--- config.mk ---
export PLATFORM = sky130hd
export DESIGN_NAME = ddr3_test_status_flat
export DESIGN_NICKNAME = d
export VERILOG_FILES = /design/src/rtl/ddr3_test_status_if.sv /design/src/rtl/ddr3_test_status.sv /design/src/flat_wrapper.sv
export SDC_FILE = /design/constraint.sdc
export NUM_CORES = 1
export LEC_CHECK = 0
export CAP_MARGIN = 25
export CORE_MARGIN = 5
export CORE_UTILIZATION = 35
export CTS_CLUSTER_DIAMETER = 50
export DETAILED_ROUTE_END_ITERATION = 16
export PLACE_DENSITY_LB_ADDON = 0.25
export SKIP_CTS_REPAIR_TIMING = 1
export SKIP_LAST_GASP = 1
export SLEW_MARGIN = 20
export SYNTH_ARGS = -nofsm -noshare
export SYNTH_HDL_FRONTEND = slang
export SYNTH_SLANG_ARGS = --single-unit
--- constraint.sdc ---
create_clock -name clk -period 4.1 [get_ports clk]
set_input_delay 1.23 -clock clk [delete_from_list [all_inputs] [get_ports clk]]
set_output_delay 1.23 -clock clk [all_outputs]
set_load 0.005 [all_outputs]
--- src/rtl/ddr3_test_status_if.sv ---
// Byte-wide register readback port of the DDR3 test status block.
// reg_read is a one-cycle strobe with no back-pressure: reg_addr is sampled with it,
// and reg_datao carries the addressed byte from the next cycle until the next strobe.
interface ddr3_test_status_if;
  logic [4:0] reg_addr;
  logic       reg_read;
  logic [7:0] reg_datao;

  modport master (
    output reg_addr,
    output reg_read,
    input  reg_datao
  );

  modport slave (
    input  reg_addr,
    input  reg_read,
    output reg_datao
  );
endinterface

--- src/rtl/ddr3_test_status.sv ---
// Status/statistics stage behind the DDR3 test engine: LEDs, pass counting,
// first-failure capture, cycles-per-iteration and a snapshotted byte readback.
module ddr3_test_status #(
  parameter int pADDR_WIDTH = 30,
  parameter int pBLINK_BITS = 24
) (
  input  logic                   clk,
  input  logic                   reset,
  input  logic                   active,
  input  logic                   init_calib_complete,
  input  logic                   pass,
  input  logic                   fail,
  input  logic [15:0]            iteration,
  input  logic [7:0]             errors,
  input  logic [pADDR_WIDTH-1:0] error_addr,
  input  logic                   clear,
  ddr3_test_status_if.slave      bus,
  output logic                   led_pass,
  output logic                   led_fail,
  output logic                   led_calib,
  output logic                   led_heartbeat
);

  logic [15:0]            iteration_q;
  logic                   fail_q;
  logic [31:0]            cyc_cnt;
  logic [31:0]            cycles_per_iter;
  logic [15:0]            pass_count;
  logic                   fail_seen;
  logic [15:0]            fail_iteration;
  logic [31:0]            fail_addr;
  logic [pBLINK_BITS-1:0] blink;

  logic [15:0] sh_iteration;
  logic [7:0]  sh_errors;
  logic [31:0] sh_error_addr;
  logic [15:0] sh_pass_count;
  logic [15:0] sh_fail_iteration;
  logic [31:0] sh_cycles_per_iter;
  logic [31:0] sh_fail_addr;

  logic        inc;
  logic        fail_rise;
  logic        snap;
  logic [31:0] error_addr_ext;
  logic [7:0]  status_byte;
  logic [7:0]  rd_byte;

  // Only a +1 step (mod 2^16) is an iteration; the engine's drop to 0 on idle is not.
  assign inc            = (iteration == iteration_q + 16'd1);
  assign fail_rise      = fail & ~fail_q;
  assign snap           = bus.reg_read && (bus.reg_addr == 5'h00);
  assign error_addr_ext = 32'(error_addr);
  assign status_byte    = {3'b000, fail_seen, active, init_calib_complete, fail, pass};

  always_ff @(posedge clk) begin
    if (reset) begin
      iteration_q     <= '0;
      fail_q          <= 1'b0;
      cyc_cnt         <= '0;
      cycles_per_iter <= '0;
      pass_count      <= '0;
      fail_seen       <= 1'b0;
      fail_iteration  <= '0;
      fail_addr       <= '0;
    end else begin
      iteration_q <= iteration;
      fail_q      <= fail;

      if (!active || inc) begin
        cyc_cnt <= '0;
      end else if (cyc_cnt != 32'hFFFF_FFFF) begin
        cyc_cnt <= cyc_cnt + 32'd1;
      end

      // clear takes priority over every statistics update in the same cycle.
      if (clear) begin
        cycles_per_iter <= '0;
        pass_count      <= '0;
        fail_seen       <= 1'b0;
        fail_iteration  <= '0;
        fail_addr       <= '0;
      end else begin
        if (inc) begin
          cycles_per_iter <= (cyc_cnt == 32'hFFFF_FFFF) ? 32'hFFFF_FFFF : cyc_cnt + 32'd1;
          if (pass && !fail && pass_count != 16'hFFFF) begin
            pass_count <= pass_count + 16'd1;
          end
        end
        if (fail_rise && !fail_seen) begin
          fail_seen      <= 1'b1;
          fail_iteration <= iteration;
          fail_addr      <= error_addr_ext;
        end
      end
    end
  end

  always_ff @(posedge clk) begin
    if (reset) begin
      blink         <= '0;
      led_pass      <= 1'b0;
      led_fail      <= 1'b0;
      led_calib     <= 1'b0;
      led_heartbeat <= 1'b0;
    end else begin
      blink         <= blink + 1'b1;
      led_pass      <= pass & blink[pBLINK_BITS-1];
      led_fail      <= fail;
      led_calib     <= init_calib_complete;
      led_heartbeat <= blink[pBLINK_BITS-1];
    end
  end

  // Shadows load from the pre-update register values, so a snapshot coincident
  // with clear still captures the statistics as they were.
  always_ff @(posedge clk) begin
    if (reset) begin
      sh_iteration       <= '0;
      sh_errors          <= '0;
      sh_error_addr      <= '0;
      sh_pass_count      <= '0;
      sh_fail_iteration  <= '0;
      sh_cycles_per_iter <= '0;
      sh_fail_addr       <= '0;
    end else if (snap) begin
      sh_iteration       <= iteration;
      sh_errors          <= errors;
      sh_error_addr      <= error_addr_ext;
      sh_pass_count      <= pass_count;
      sh_fail_iteration  <= fail_iteration;
      sh_cycles_per_iter <= cycles_per_iter;
      sh_fail_addr       <= fail_addr;
    end
  end

  always_comb begin
    rd_byte = 8'h00;
    case (bus.reg_addr)
      5'h00: rd_byte = status_byte;
      5'h01: rd_byte = sh_iteration[7:0];
      5'h02: rd_byte = sh_iteration[15:8];
      5'h03: rd_byte = sh_errors;
      5'h04: rd_byte = sh_error_addr[7:0];
      5'h05: rd_byte = sh_error_addr[15:8];
      5'h06: rd_byte = sh_error_addr[23:16];
      5'h07: rd_byte = sh_error_addr[31:24];
      5'h08: rd_byte = sh_pass_count[7:0];
      5'h09: rd_byte = sh_pass_count[15:8];
      5'h0A: rd_byte = sh_fail_iteration[7:0];
      5'h0B: rd_byte = sh_fail_iteration[15:8];
      5'h0C: rd_byte = sh_cycles_per_iter[7:0];
      5'h0D: rd_byte = sh_cycles_per_iter[15:8];
      5'h0E: rd_byte = sh_cycles_per_iter[23:16];
      5'h0F: rd_byte = sh_cycles_per_iter[31:24];
      5'h10: rd_byte = sh_fail_addr[7:0];
      5'h11: rd_byte = sh_fail_addr[15:8];
      5'h12: rd_byte = sh_fail_addr[23:16];
      5'h13: rd_byte = sh_fail_addr[31:24];
      default: rd_byte = 8'h00;
    endcase
  end

  always_ff @(posedge clk) begin
    if (reset) begin
      bus.reg_datao <= 8'h00;
    end else if (bus.reg_read) begin
      bus.reg_datao <= rd_byte;
    end
  end

endmodule
--- src/flat_wrapper.sv ---
// flat-port wrapper written by rule: the top's interface ports become plain ports
module ddr3_test_status_flat 
#(
  parameter int pADDR_WIDTH = 30,
  parameter int pBLINK_BITS = 24
)
  (clk, reset, active, init_calib_complete, pass, fail, iteration, errors, error_addr, clear, led_pass, led_fail, led_calib, led_heartbeat, bus_reg_addr, bus_reg_read, bus_reg_datao);
  ddr3_test_status_if bus_i ();
  input  logic clk;
  input  logic reset;
  input  logic active;
  input  logic init_calib_complete;
  input  logic pass;
  input  logic fail;
  input  logic [15:0] iteration;
  input  logic [7:0] errors;
  input  logic [pADDR_WIDTH-1:0] error_addr;
  input  logic clear;
  output logic led_pass;
  output logic led_fail;
  output logic led_calib;
  output logic led_heartbeat;
  input wire logic [$bits(bus_i.reg_addr)-1:0] bus_reg_addr;
  input wire logic [$bits(bus_i.reg_read)-1:0] bus_reg_read;
  output wire logic [$bits(bus_i.reg_datao)-1:0] bus_reg_datao;
  assign bus_i.reg_addr = bus_reg_addr;
  assign bus_i.reg_read = bus_reg_read;
  assign bus_reg_datao = bus_i.reg_datao;
  ddr3_test_status #(.pADDR_WIDTH(pADDR_WIDTH), .pBLINK_BITS(pBLINK_BITS)) u_core (.clk(clk), .reset(reset), .active(active), .init_calib_complete(init_calib_complete), .pass(pass), .fail(fail), .iteration(iteration), .errors(errors), .error_addr(error_addr), .clear(clear), .bus(bus_i), .led_pass(led_pass), .led_fail(led_fail), .led_calib(led_calib), .led_heartbeat(led_heartbeat));
endmodule
==> flow_metrics.py, run 1 <==
metrics = {
    "global_routing": {
        "grtUsageTotal_pct": 19.6,
        "grt_pass1_vias": 11400,
        "grt_max_degree": 163,
        "antenna_found_initial": 1,
        "gr-total-overflow": 0,
        "grt_pass1_wl_mm": 65.8,
    },
    "hold_path": {
        "hold_path_class": "flip-flop to flip-flop",
    },
    "place": {
        "gp_congestion": 0.978,
        "port_buffers": 78,
        "dpl.hpwl_mm": 29.3,
    },
    "routing": {
        "drt-initial-drc-count": 907,
        "postRouteAntennaNets": 0,
        "drt-total-wl_mm": 42.7,
        "vias": 12000,
        "drc": 0,
        "drt_first_pass_iters": 6,
        "via_per_inst": 5.33,
        "wire_per_inst_um": 18.9,
    },
    "sta": {
        "final-hold-violation-count": 0,
        "finalSetupTns_ns": 0,
        "rsz0062_at_grt": "false",
        "slew_violations": 0,
        "min_period_ns": 3.39,
        "finalCritPeriodShare_pct": 82.6,
        "tightest_slew_ns": 0.772,
        "clock-skew-final_ns": 0.0144,
        "clock.fmax_ghz": 0.295,
        "slew_headroom_pct": 48.5,
        "final-setup-viol-count": 0,
    },
    "cts": {
        "cts_max_level": 2,
        "cts_tree": "built",
        "worstSkewPairLatency_ns": 0.54,
        "cts.clk_slew.worst_paths_ns": 0.06,
        "cts.path.max_buffers": 3,
        "cts_buffers": 42,
        "clock-sinks": 327,
        "cts_root_buffer": "clkbuf_16",
    },
    "synthesis": {
        "synth_top_cell_by_area": "dfxtp_1",
        "ys.warnings.count": 0,
        "syn-num-nets": 1734,
        "synth-seq-cells": 327,
        "ys_types": 62,
        "yosysMostFrequentCell": "nand2_1",
        "avgSynthCellArea_um2": 8.14,
        "yosys_most_used_dff": "dfxtp_1",
        "ys_async_sr_fraction_pct": 0,
        "synth_edf_count": 0,
        "netlist_top_cells_area": "dfxtp_1 48%, nand2_1 12%, a21oi_1 9.4%",
        "yosysSeqAreaShare_pct": 48.4,
        "syn_area_um2": 13500,
        "synth_top_area_share_pct": 48.4,
        "synth_common_cells": "437 x nand2_1, 327 x dfxtp_1, 254 x a21oi_1, 96 x clkbuf_1, 77 x nor2_1",
        "syn_inst": 1663,
    },
    "floorplanning": {
        "std_cell_rows": 72,
        "ios": 79,
        "die_y_um": 207,
        "die_w_um": 207,
        "dieArea_um2": 42700,
        "start_util_pct": 35.2,
        "core-area_um2": 38500,
    },
    "layout": {
        "fin_nets": 1781,
        "num_antenna_cells": 0,
        "final_util_pct": 42.7,
        "drive_above_1_share_pct": 7.69,
        "syn_to_final_growth_pct": 21.4,
    },
    "setup_path": {
        "slowest_delay_ns": 0.65,
        "crit_path_top_delay_cell": "clkdlybuf4s50_1",
        "cp-end-kind": "flip-flop",
        "crit_chain": "clkdlybuf4s50_1 -> xor2_1 -> xor2_1 -> a31oi_1 -> a2111oi_0 -> nand4_1 -> buf_4 -> or3_1 -> a21oi_1",
        "crit_top_cell": "xor2_1",
        "cp.arrival_ns": 3.86,
        "crit_fanout": 12,
        "crit_path_start_kind": "input port",
        "path_class": "input port to flip-flop",
        "crit_required_ns": 4.57,
    },
    "outcome": {
        "status": "completed",
    },
    "power": {
        "powerDensity_nw_per_um2": 448,
        "ir_worst_vdd_mv": 0.243,
        "leakagePower_nw": 5.52,
    },
    "job": {
        "drv_cap": 0,
    },
}
[state kept, by name, summed over array words and instances, names as in the netlist]
name / flops
u_core.iteration_q: 16
u_core.led_pass: 1
u_core.sh_errors: 8
u_core.sh_iteration: 16
u_core.sh_error_addr: 30
u_core.led_calib: 1
u_core.sh_fail_addr: 30
u_core.blink: 24
u_core.fail_seen: 1
u_core.sh_pass_count: 16
u_core.fail_q: 1
u_core.sh_cycles_per_iter: 32
u_core.bus.reg_datao: 8
u_core.cyc_cnt: 32
u_core.fail_addr: 30
u_core.fail_iteration: 16
u_core.sh_fail_iteration: 16
u_core.cycles_per_iter: 32
u_core.pass_count: 16
u_core.led_heartbeat: 1
[metal layers]
| layer | vias up | wire, um | GRT usage [%] |
|---|---|---|---|
| met1 | 5743 | 18400 | 26.0 |
| met5 | - | 0 | 0 |
| met2 | 365 | 19600 | 31.2 |
| met3 | 77 | 3230 | 5.05 |
| met4 | 0 | 1400 | 6.54 |
| li1 | 5850 | - | - |
[kinds of logic after synthesis]
group	count (synthesis)	share of synthesized area (%)
flip-flops	327	48.4
XOR/XNOR	60	4.10
AO/OA/AOI/OAI	401	17.7
AND/OR/NAND/NOR	735	25.0
multiplexers	11	0.869
adder cells (fa/ha/maj)	4	0.370
buffers and inverters	125	3.57
[per-stage QoR]
step / setup slack (ns) / instances / total power [W] / cell area, um^2 / hold WS (ns)
after floorplan: 0.859 / 1663 / 0.00347 / 13500 / 0.413
after global placement: 0.215 / 2183 / 0.00364 / 14900 / 0.425
after detailed placement: 0.211 / 2183 / 0.00364 / 14900 / 0.433
after CTS: 0.733 / 2259 / 0.00741 / 16400 / 0.441
after global routing: 0.504 / 2260 / 0.00759 / 16400 / 0.464
final: 0.714 / 2260 / 0.00735 / 16400 / 0.440
[cell type report]
| type | count | area [um^2] |
|---|---|---|
| sequential | 327 | 6550 |
| clock inverter | 14 | 138 |
| multi-input combinational | 1211 | 6520 |
| clock buffer | 62 | 1340 |
| timing repair buffer | 117 | 1180 |
| inverter | 11 | 41.3 |
| tap | 518 | 648 |
| fill | 3896 | 22000 |
[path summary, 6_finish.rpt]
| check | from | slack, ns | end | cells after the start |
|---|---|---|---|---|
| setup / recovery | iteration[7] | 0.71 | u_core.pass_count[12]$_SDFFE_PP0P_ | 9 |
| setup reg to reg | u_core.iteration_q[0]$_SDFF_PP0_ | 1.30 | u_core.pass_count[7]$_SDFFE_PP0P_ | 9 |
| hold / removal | u_core.blink[0]$_SDFF_PP0_ | 0.44 | u_core.blink[0]$_SDFF_PP0_ | 1 |
| hold reg to reg | u_core.blink[0]$_SDFF_PP0_ | 0.44 | u_core.blink[0]$_SDFF_PP0_ | 1 |
[layout by cell type (no fill, tap or decap), types with 14 or more instances in the layout]
| cell | instances |
|---|---|
| nand4_1 | 24 |
| nand3_1 | 37 |
| clkbuf_8 | 15 |
| nand2_1 | 436 |
| xor2_1 | 33 |
| or4_1 | 14 |
| xnor2_1 | 25 |
| and3_1 | 23 |
| a311oi_1 | 24 |
| buf_4 | 29 |
| a21oi_1 | 254 |
| clkdlybuf4s50_1 | 77 |
| nor3_1 | 21 |
| nand2b_1 | 15 |
| nor2b_1 | 30 |
| a22oi_1 | 56 |
| nor2_1 | 77 |
| clkbuf_16 | 45 |
| dfxtp_1 | 327 |
[worst max-delay path, delay by kind of cell]
family	cells	cell delay [ns]
AOI/OAI and AO/OA	3	0.75
and+or+nand+nor	2	0.53
xor gates and xnor gates	2	0.43
buffers and inverters	2	0.90
[where the power goes]
group	switching (W)	leakage, nW	internal [W]
Sequential	0.0000280	2.64	0.00321
Combinational	0.000203	2.16	0.000132
Clock	0.00144	0.724	0.00234
Total	0.00167	5.52	0.00569
Note: power is estimated with default switching activity, not from simulation.
==> run 2: changes to the inputs <==
==> constraint.sdc (replaced) <==
create_clock -name clk -period 2.8 [get_ports clk]
set_input_delay 0.84 -clock clk [delete_from_list [all_inputs] [get_ports clk]]
set_output_delay 0.84 -clock clk [all_outputs]
set_load 0.005 [all_outputs]
==> run 2 against run 1 <==
Against the previous run:
- power is 49% higher
- non-clock buffer count is 103 higher
- sequential power is 46% higher
- sequential cell count stayed put
- critical path depth stayed put
- combinational power is 81% higher
- clock power is 48% higher
- final area is 6.8% higher
- wire length is 4.9% higher
- die area stayed put
- critical path type unchanged
==> flow_metrics.py, run 2 (synthesis results as in run 1) <==
metrics = {
    "outcome": {
        "status": "completed",
    },
    "power": {
        "clockPowerShare_pct": 51.1,
        "p_sw_share_pct": 23.1,
        "p_int_w": 0.00840,
        "combPwrFrac_pct": 5.6,
        "leakagePower_nw": 6.24,
        "switching_power_w": 0.00253,
        "ir_worst_vdd_mv": 0.414,
        "powerDensity_nw_per_um2": 623,
        "seqPwrFrac_pct": 43.4,
    },
    "global_routing": {
        "grtUsageTotal_pct": 20.2,
        "grt_max_degree": 169,
        "antenna_found_initial": 0,
        "grt_pass1_wl_mm": 67.4,
        "grt_pass1_vias": 12000,
        "gr-total-overflow": 0,
    },
    "sta": {
        "clock.fmax_ghz": 0.363,
        "holdWs_ns": 0.438,
        "tightest_slew_ns": 0.792,
        "final-setup-viol-count": 0,
        "slew_violations": 0,
        "clock-skew-final_ns": 0.0171,
        "rsz0062_at_grt": "true",
        "min_period_ns": 2.75,
        "final-hold-violation-count": 0,
        "slew_headroom_pct": 47.2,
        "finalCritPeriodShare_pct": 98.4,
        "fin_ws_ns": 0.0458,
    },
    "cts": {
        "cts_root_buffer": "clkbuf_16",
        "clock-sinks": 327,
        "cts_max_level": 2,
        "cts.clk_slew.worst_paths_ns": 0.06,
        "cts_buffers": 42,
        "cts.path.max_buffers": 3,
        "worstSkewPairLatency_ns": 0.56,
        "cts_tree": "built",
    },
    "layout": {
        "final_common_cell": "nand2_1",
        "fin_nets": 1884,
        "layout_common_cells": "436 x nand2_1, 322 x dfxtp_1, 249 x a21oi_1",
        "num_antenna_cells": 0,
        "drive_above_1_share_pct": 14.2,
        "syn_to_final_growth_pct": 29.6,
        "top_regs": "u_core.cyc_cnt (32), u_core.cycles_per_iter (32), u_core.sh_cycles_per_iter (32)",
    },
    "hold_path": {
        "hold_path_class": "flip-flop to flip-flop",
    },
    "routing": {
        "drt-total-wl_mm": 44.8,
        "vias": 12400,
        "drt_first_pass_iters": 7,
        "drc": 0,
        "wire_per_inst_um": 18.9,
        "via_per_inst": 5.26,
        "drt-initial-drc-count": 945,
        "postRouteAntennaNets": 0,
    },
    "floorplanning": {
        "dieArea_um2": 42700,
        "die_y_um": 207,
        "die_w_um": 207,
        "std_cell_rows": 72,
        "ios": 79,
        "core-area_um2": 38500,
        "start_util_pct": 35.2,
    },
    "setup_path": {
        "path_class": "input port to flip-flop",
        "cp-end-kind": "flip-flop",
        "cp.arrival_ns": 3.18,
        "crit_fanout": 6,
        "crit_required_ns": 3.23,
        "crit_path_start_kind": "input port",
    },
    "place": {
        "dpl.hpwl_mm": 30.9,
        "gp_congestion": 0.911,
        "dp_slack_ns": -0.841,
        "port_buffers": 78,
    },
    "job": {
        "drv_cap": 0,
    },
}
-- run 2: changes by cell type in the layout (fill, tap and decap cells not counted), sizes merged --
cell | previous run | this run
dlymetal6s2s | 0 | 10
bufinv | 1 | 4
inv | 15 | 18
clkdlybuf4s50 | 77 | 67
buf | 40 | 139
clkbuf | 62 | 59
-- run 2: final timing paths --
check,slack (ns),end,startpoint,depth (start not counted)
min,0.44,u_core.sh_fail_addr[16]$_SDFFE_PP0P_,u_core.fail_addr[16]$_SDFFE_PP0P_,2
max,0.05,u_core.bus.reg_datao[5]$_SDFFE_PP0P_,bus_reg_addr[3],9
max reg2reg,0.05,u_core.cyc_cnt[11]$_SDFFE_PP0N_,u_core.iteration_q[0]$_SDFF_PP0_,12
min reg2reg,0.44,u_core.sh_fail_addr[16]$_SDFFE_PP0P_,u_core.fail_addr[16]$_SDFFE_PP0P_,2
-- run 2: metal layers --
metal,vias up,GRT usage [%],wire length [um]
met5,-,0,0
met4,0,6.96,1460
met3,72,3.86,2690
met2,318,32.2,20800
met1,5980,27.4,19800
li1,6059,-,-
-- run 2: power groups by stage --
stage          Clock (W)  Combinational (W)  Sequential (W)
3_3_place_gp           0           0.000564         0.00484
2_1_floorplan          0           0.000252         0.00483
6_report         0.00558           0.000607         0.00474
5_1_grt          0.00589           0.000653         0.00474
3_5_place_dp           0           0.000567         0.00484
4_1_cts          0.00568           0.000571         0.00473
-- run 2: cell type report --
type | instances | area (um^2)
clock buffer | 55 | 1200
clock inverter | 20 | 250
fill | 3844 | 20900
inverter | 11 | 41.3
multi-input combinational | 1211 | 6680
sequential | 327 | 6560
tap | 518 | 648
timing repair buffer | 220 | 2150
-- run 2: critical path, cell delays in order --
cell and delay (ns):
clkdlybuf4s50_1 0.63, nor3_1 0.15, and3b_1 0.30, a22oi_1 0.39, nand4_1 0.15, a211o_1 0.25, o21ai_1 0.23, buf_4 0.17
a21oi_1 0.06
-- run 2: per-stage QoR --
stage / cells / util (%) / setup TNS (ns) / area (um^2) / power (W)
final: 2362 / 45.6 / 0 / 17500 / 0.0109
after global routing: 2362 / 45.6 / -0.412 / 17500 / 0.0113
after CTS: 2348 / 44.5 / -7.57 / 17100 / 0.0110
after detailed placement: 2273 / 40.7 / -65.83 / 15700 / 0.00540
after global placement: 2273 / 40.7 / -67.11 / 15700 / 0.00540
after floorplan: 1663 / - / -0.226 / 13500 / 0.00508
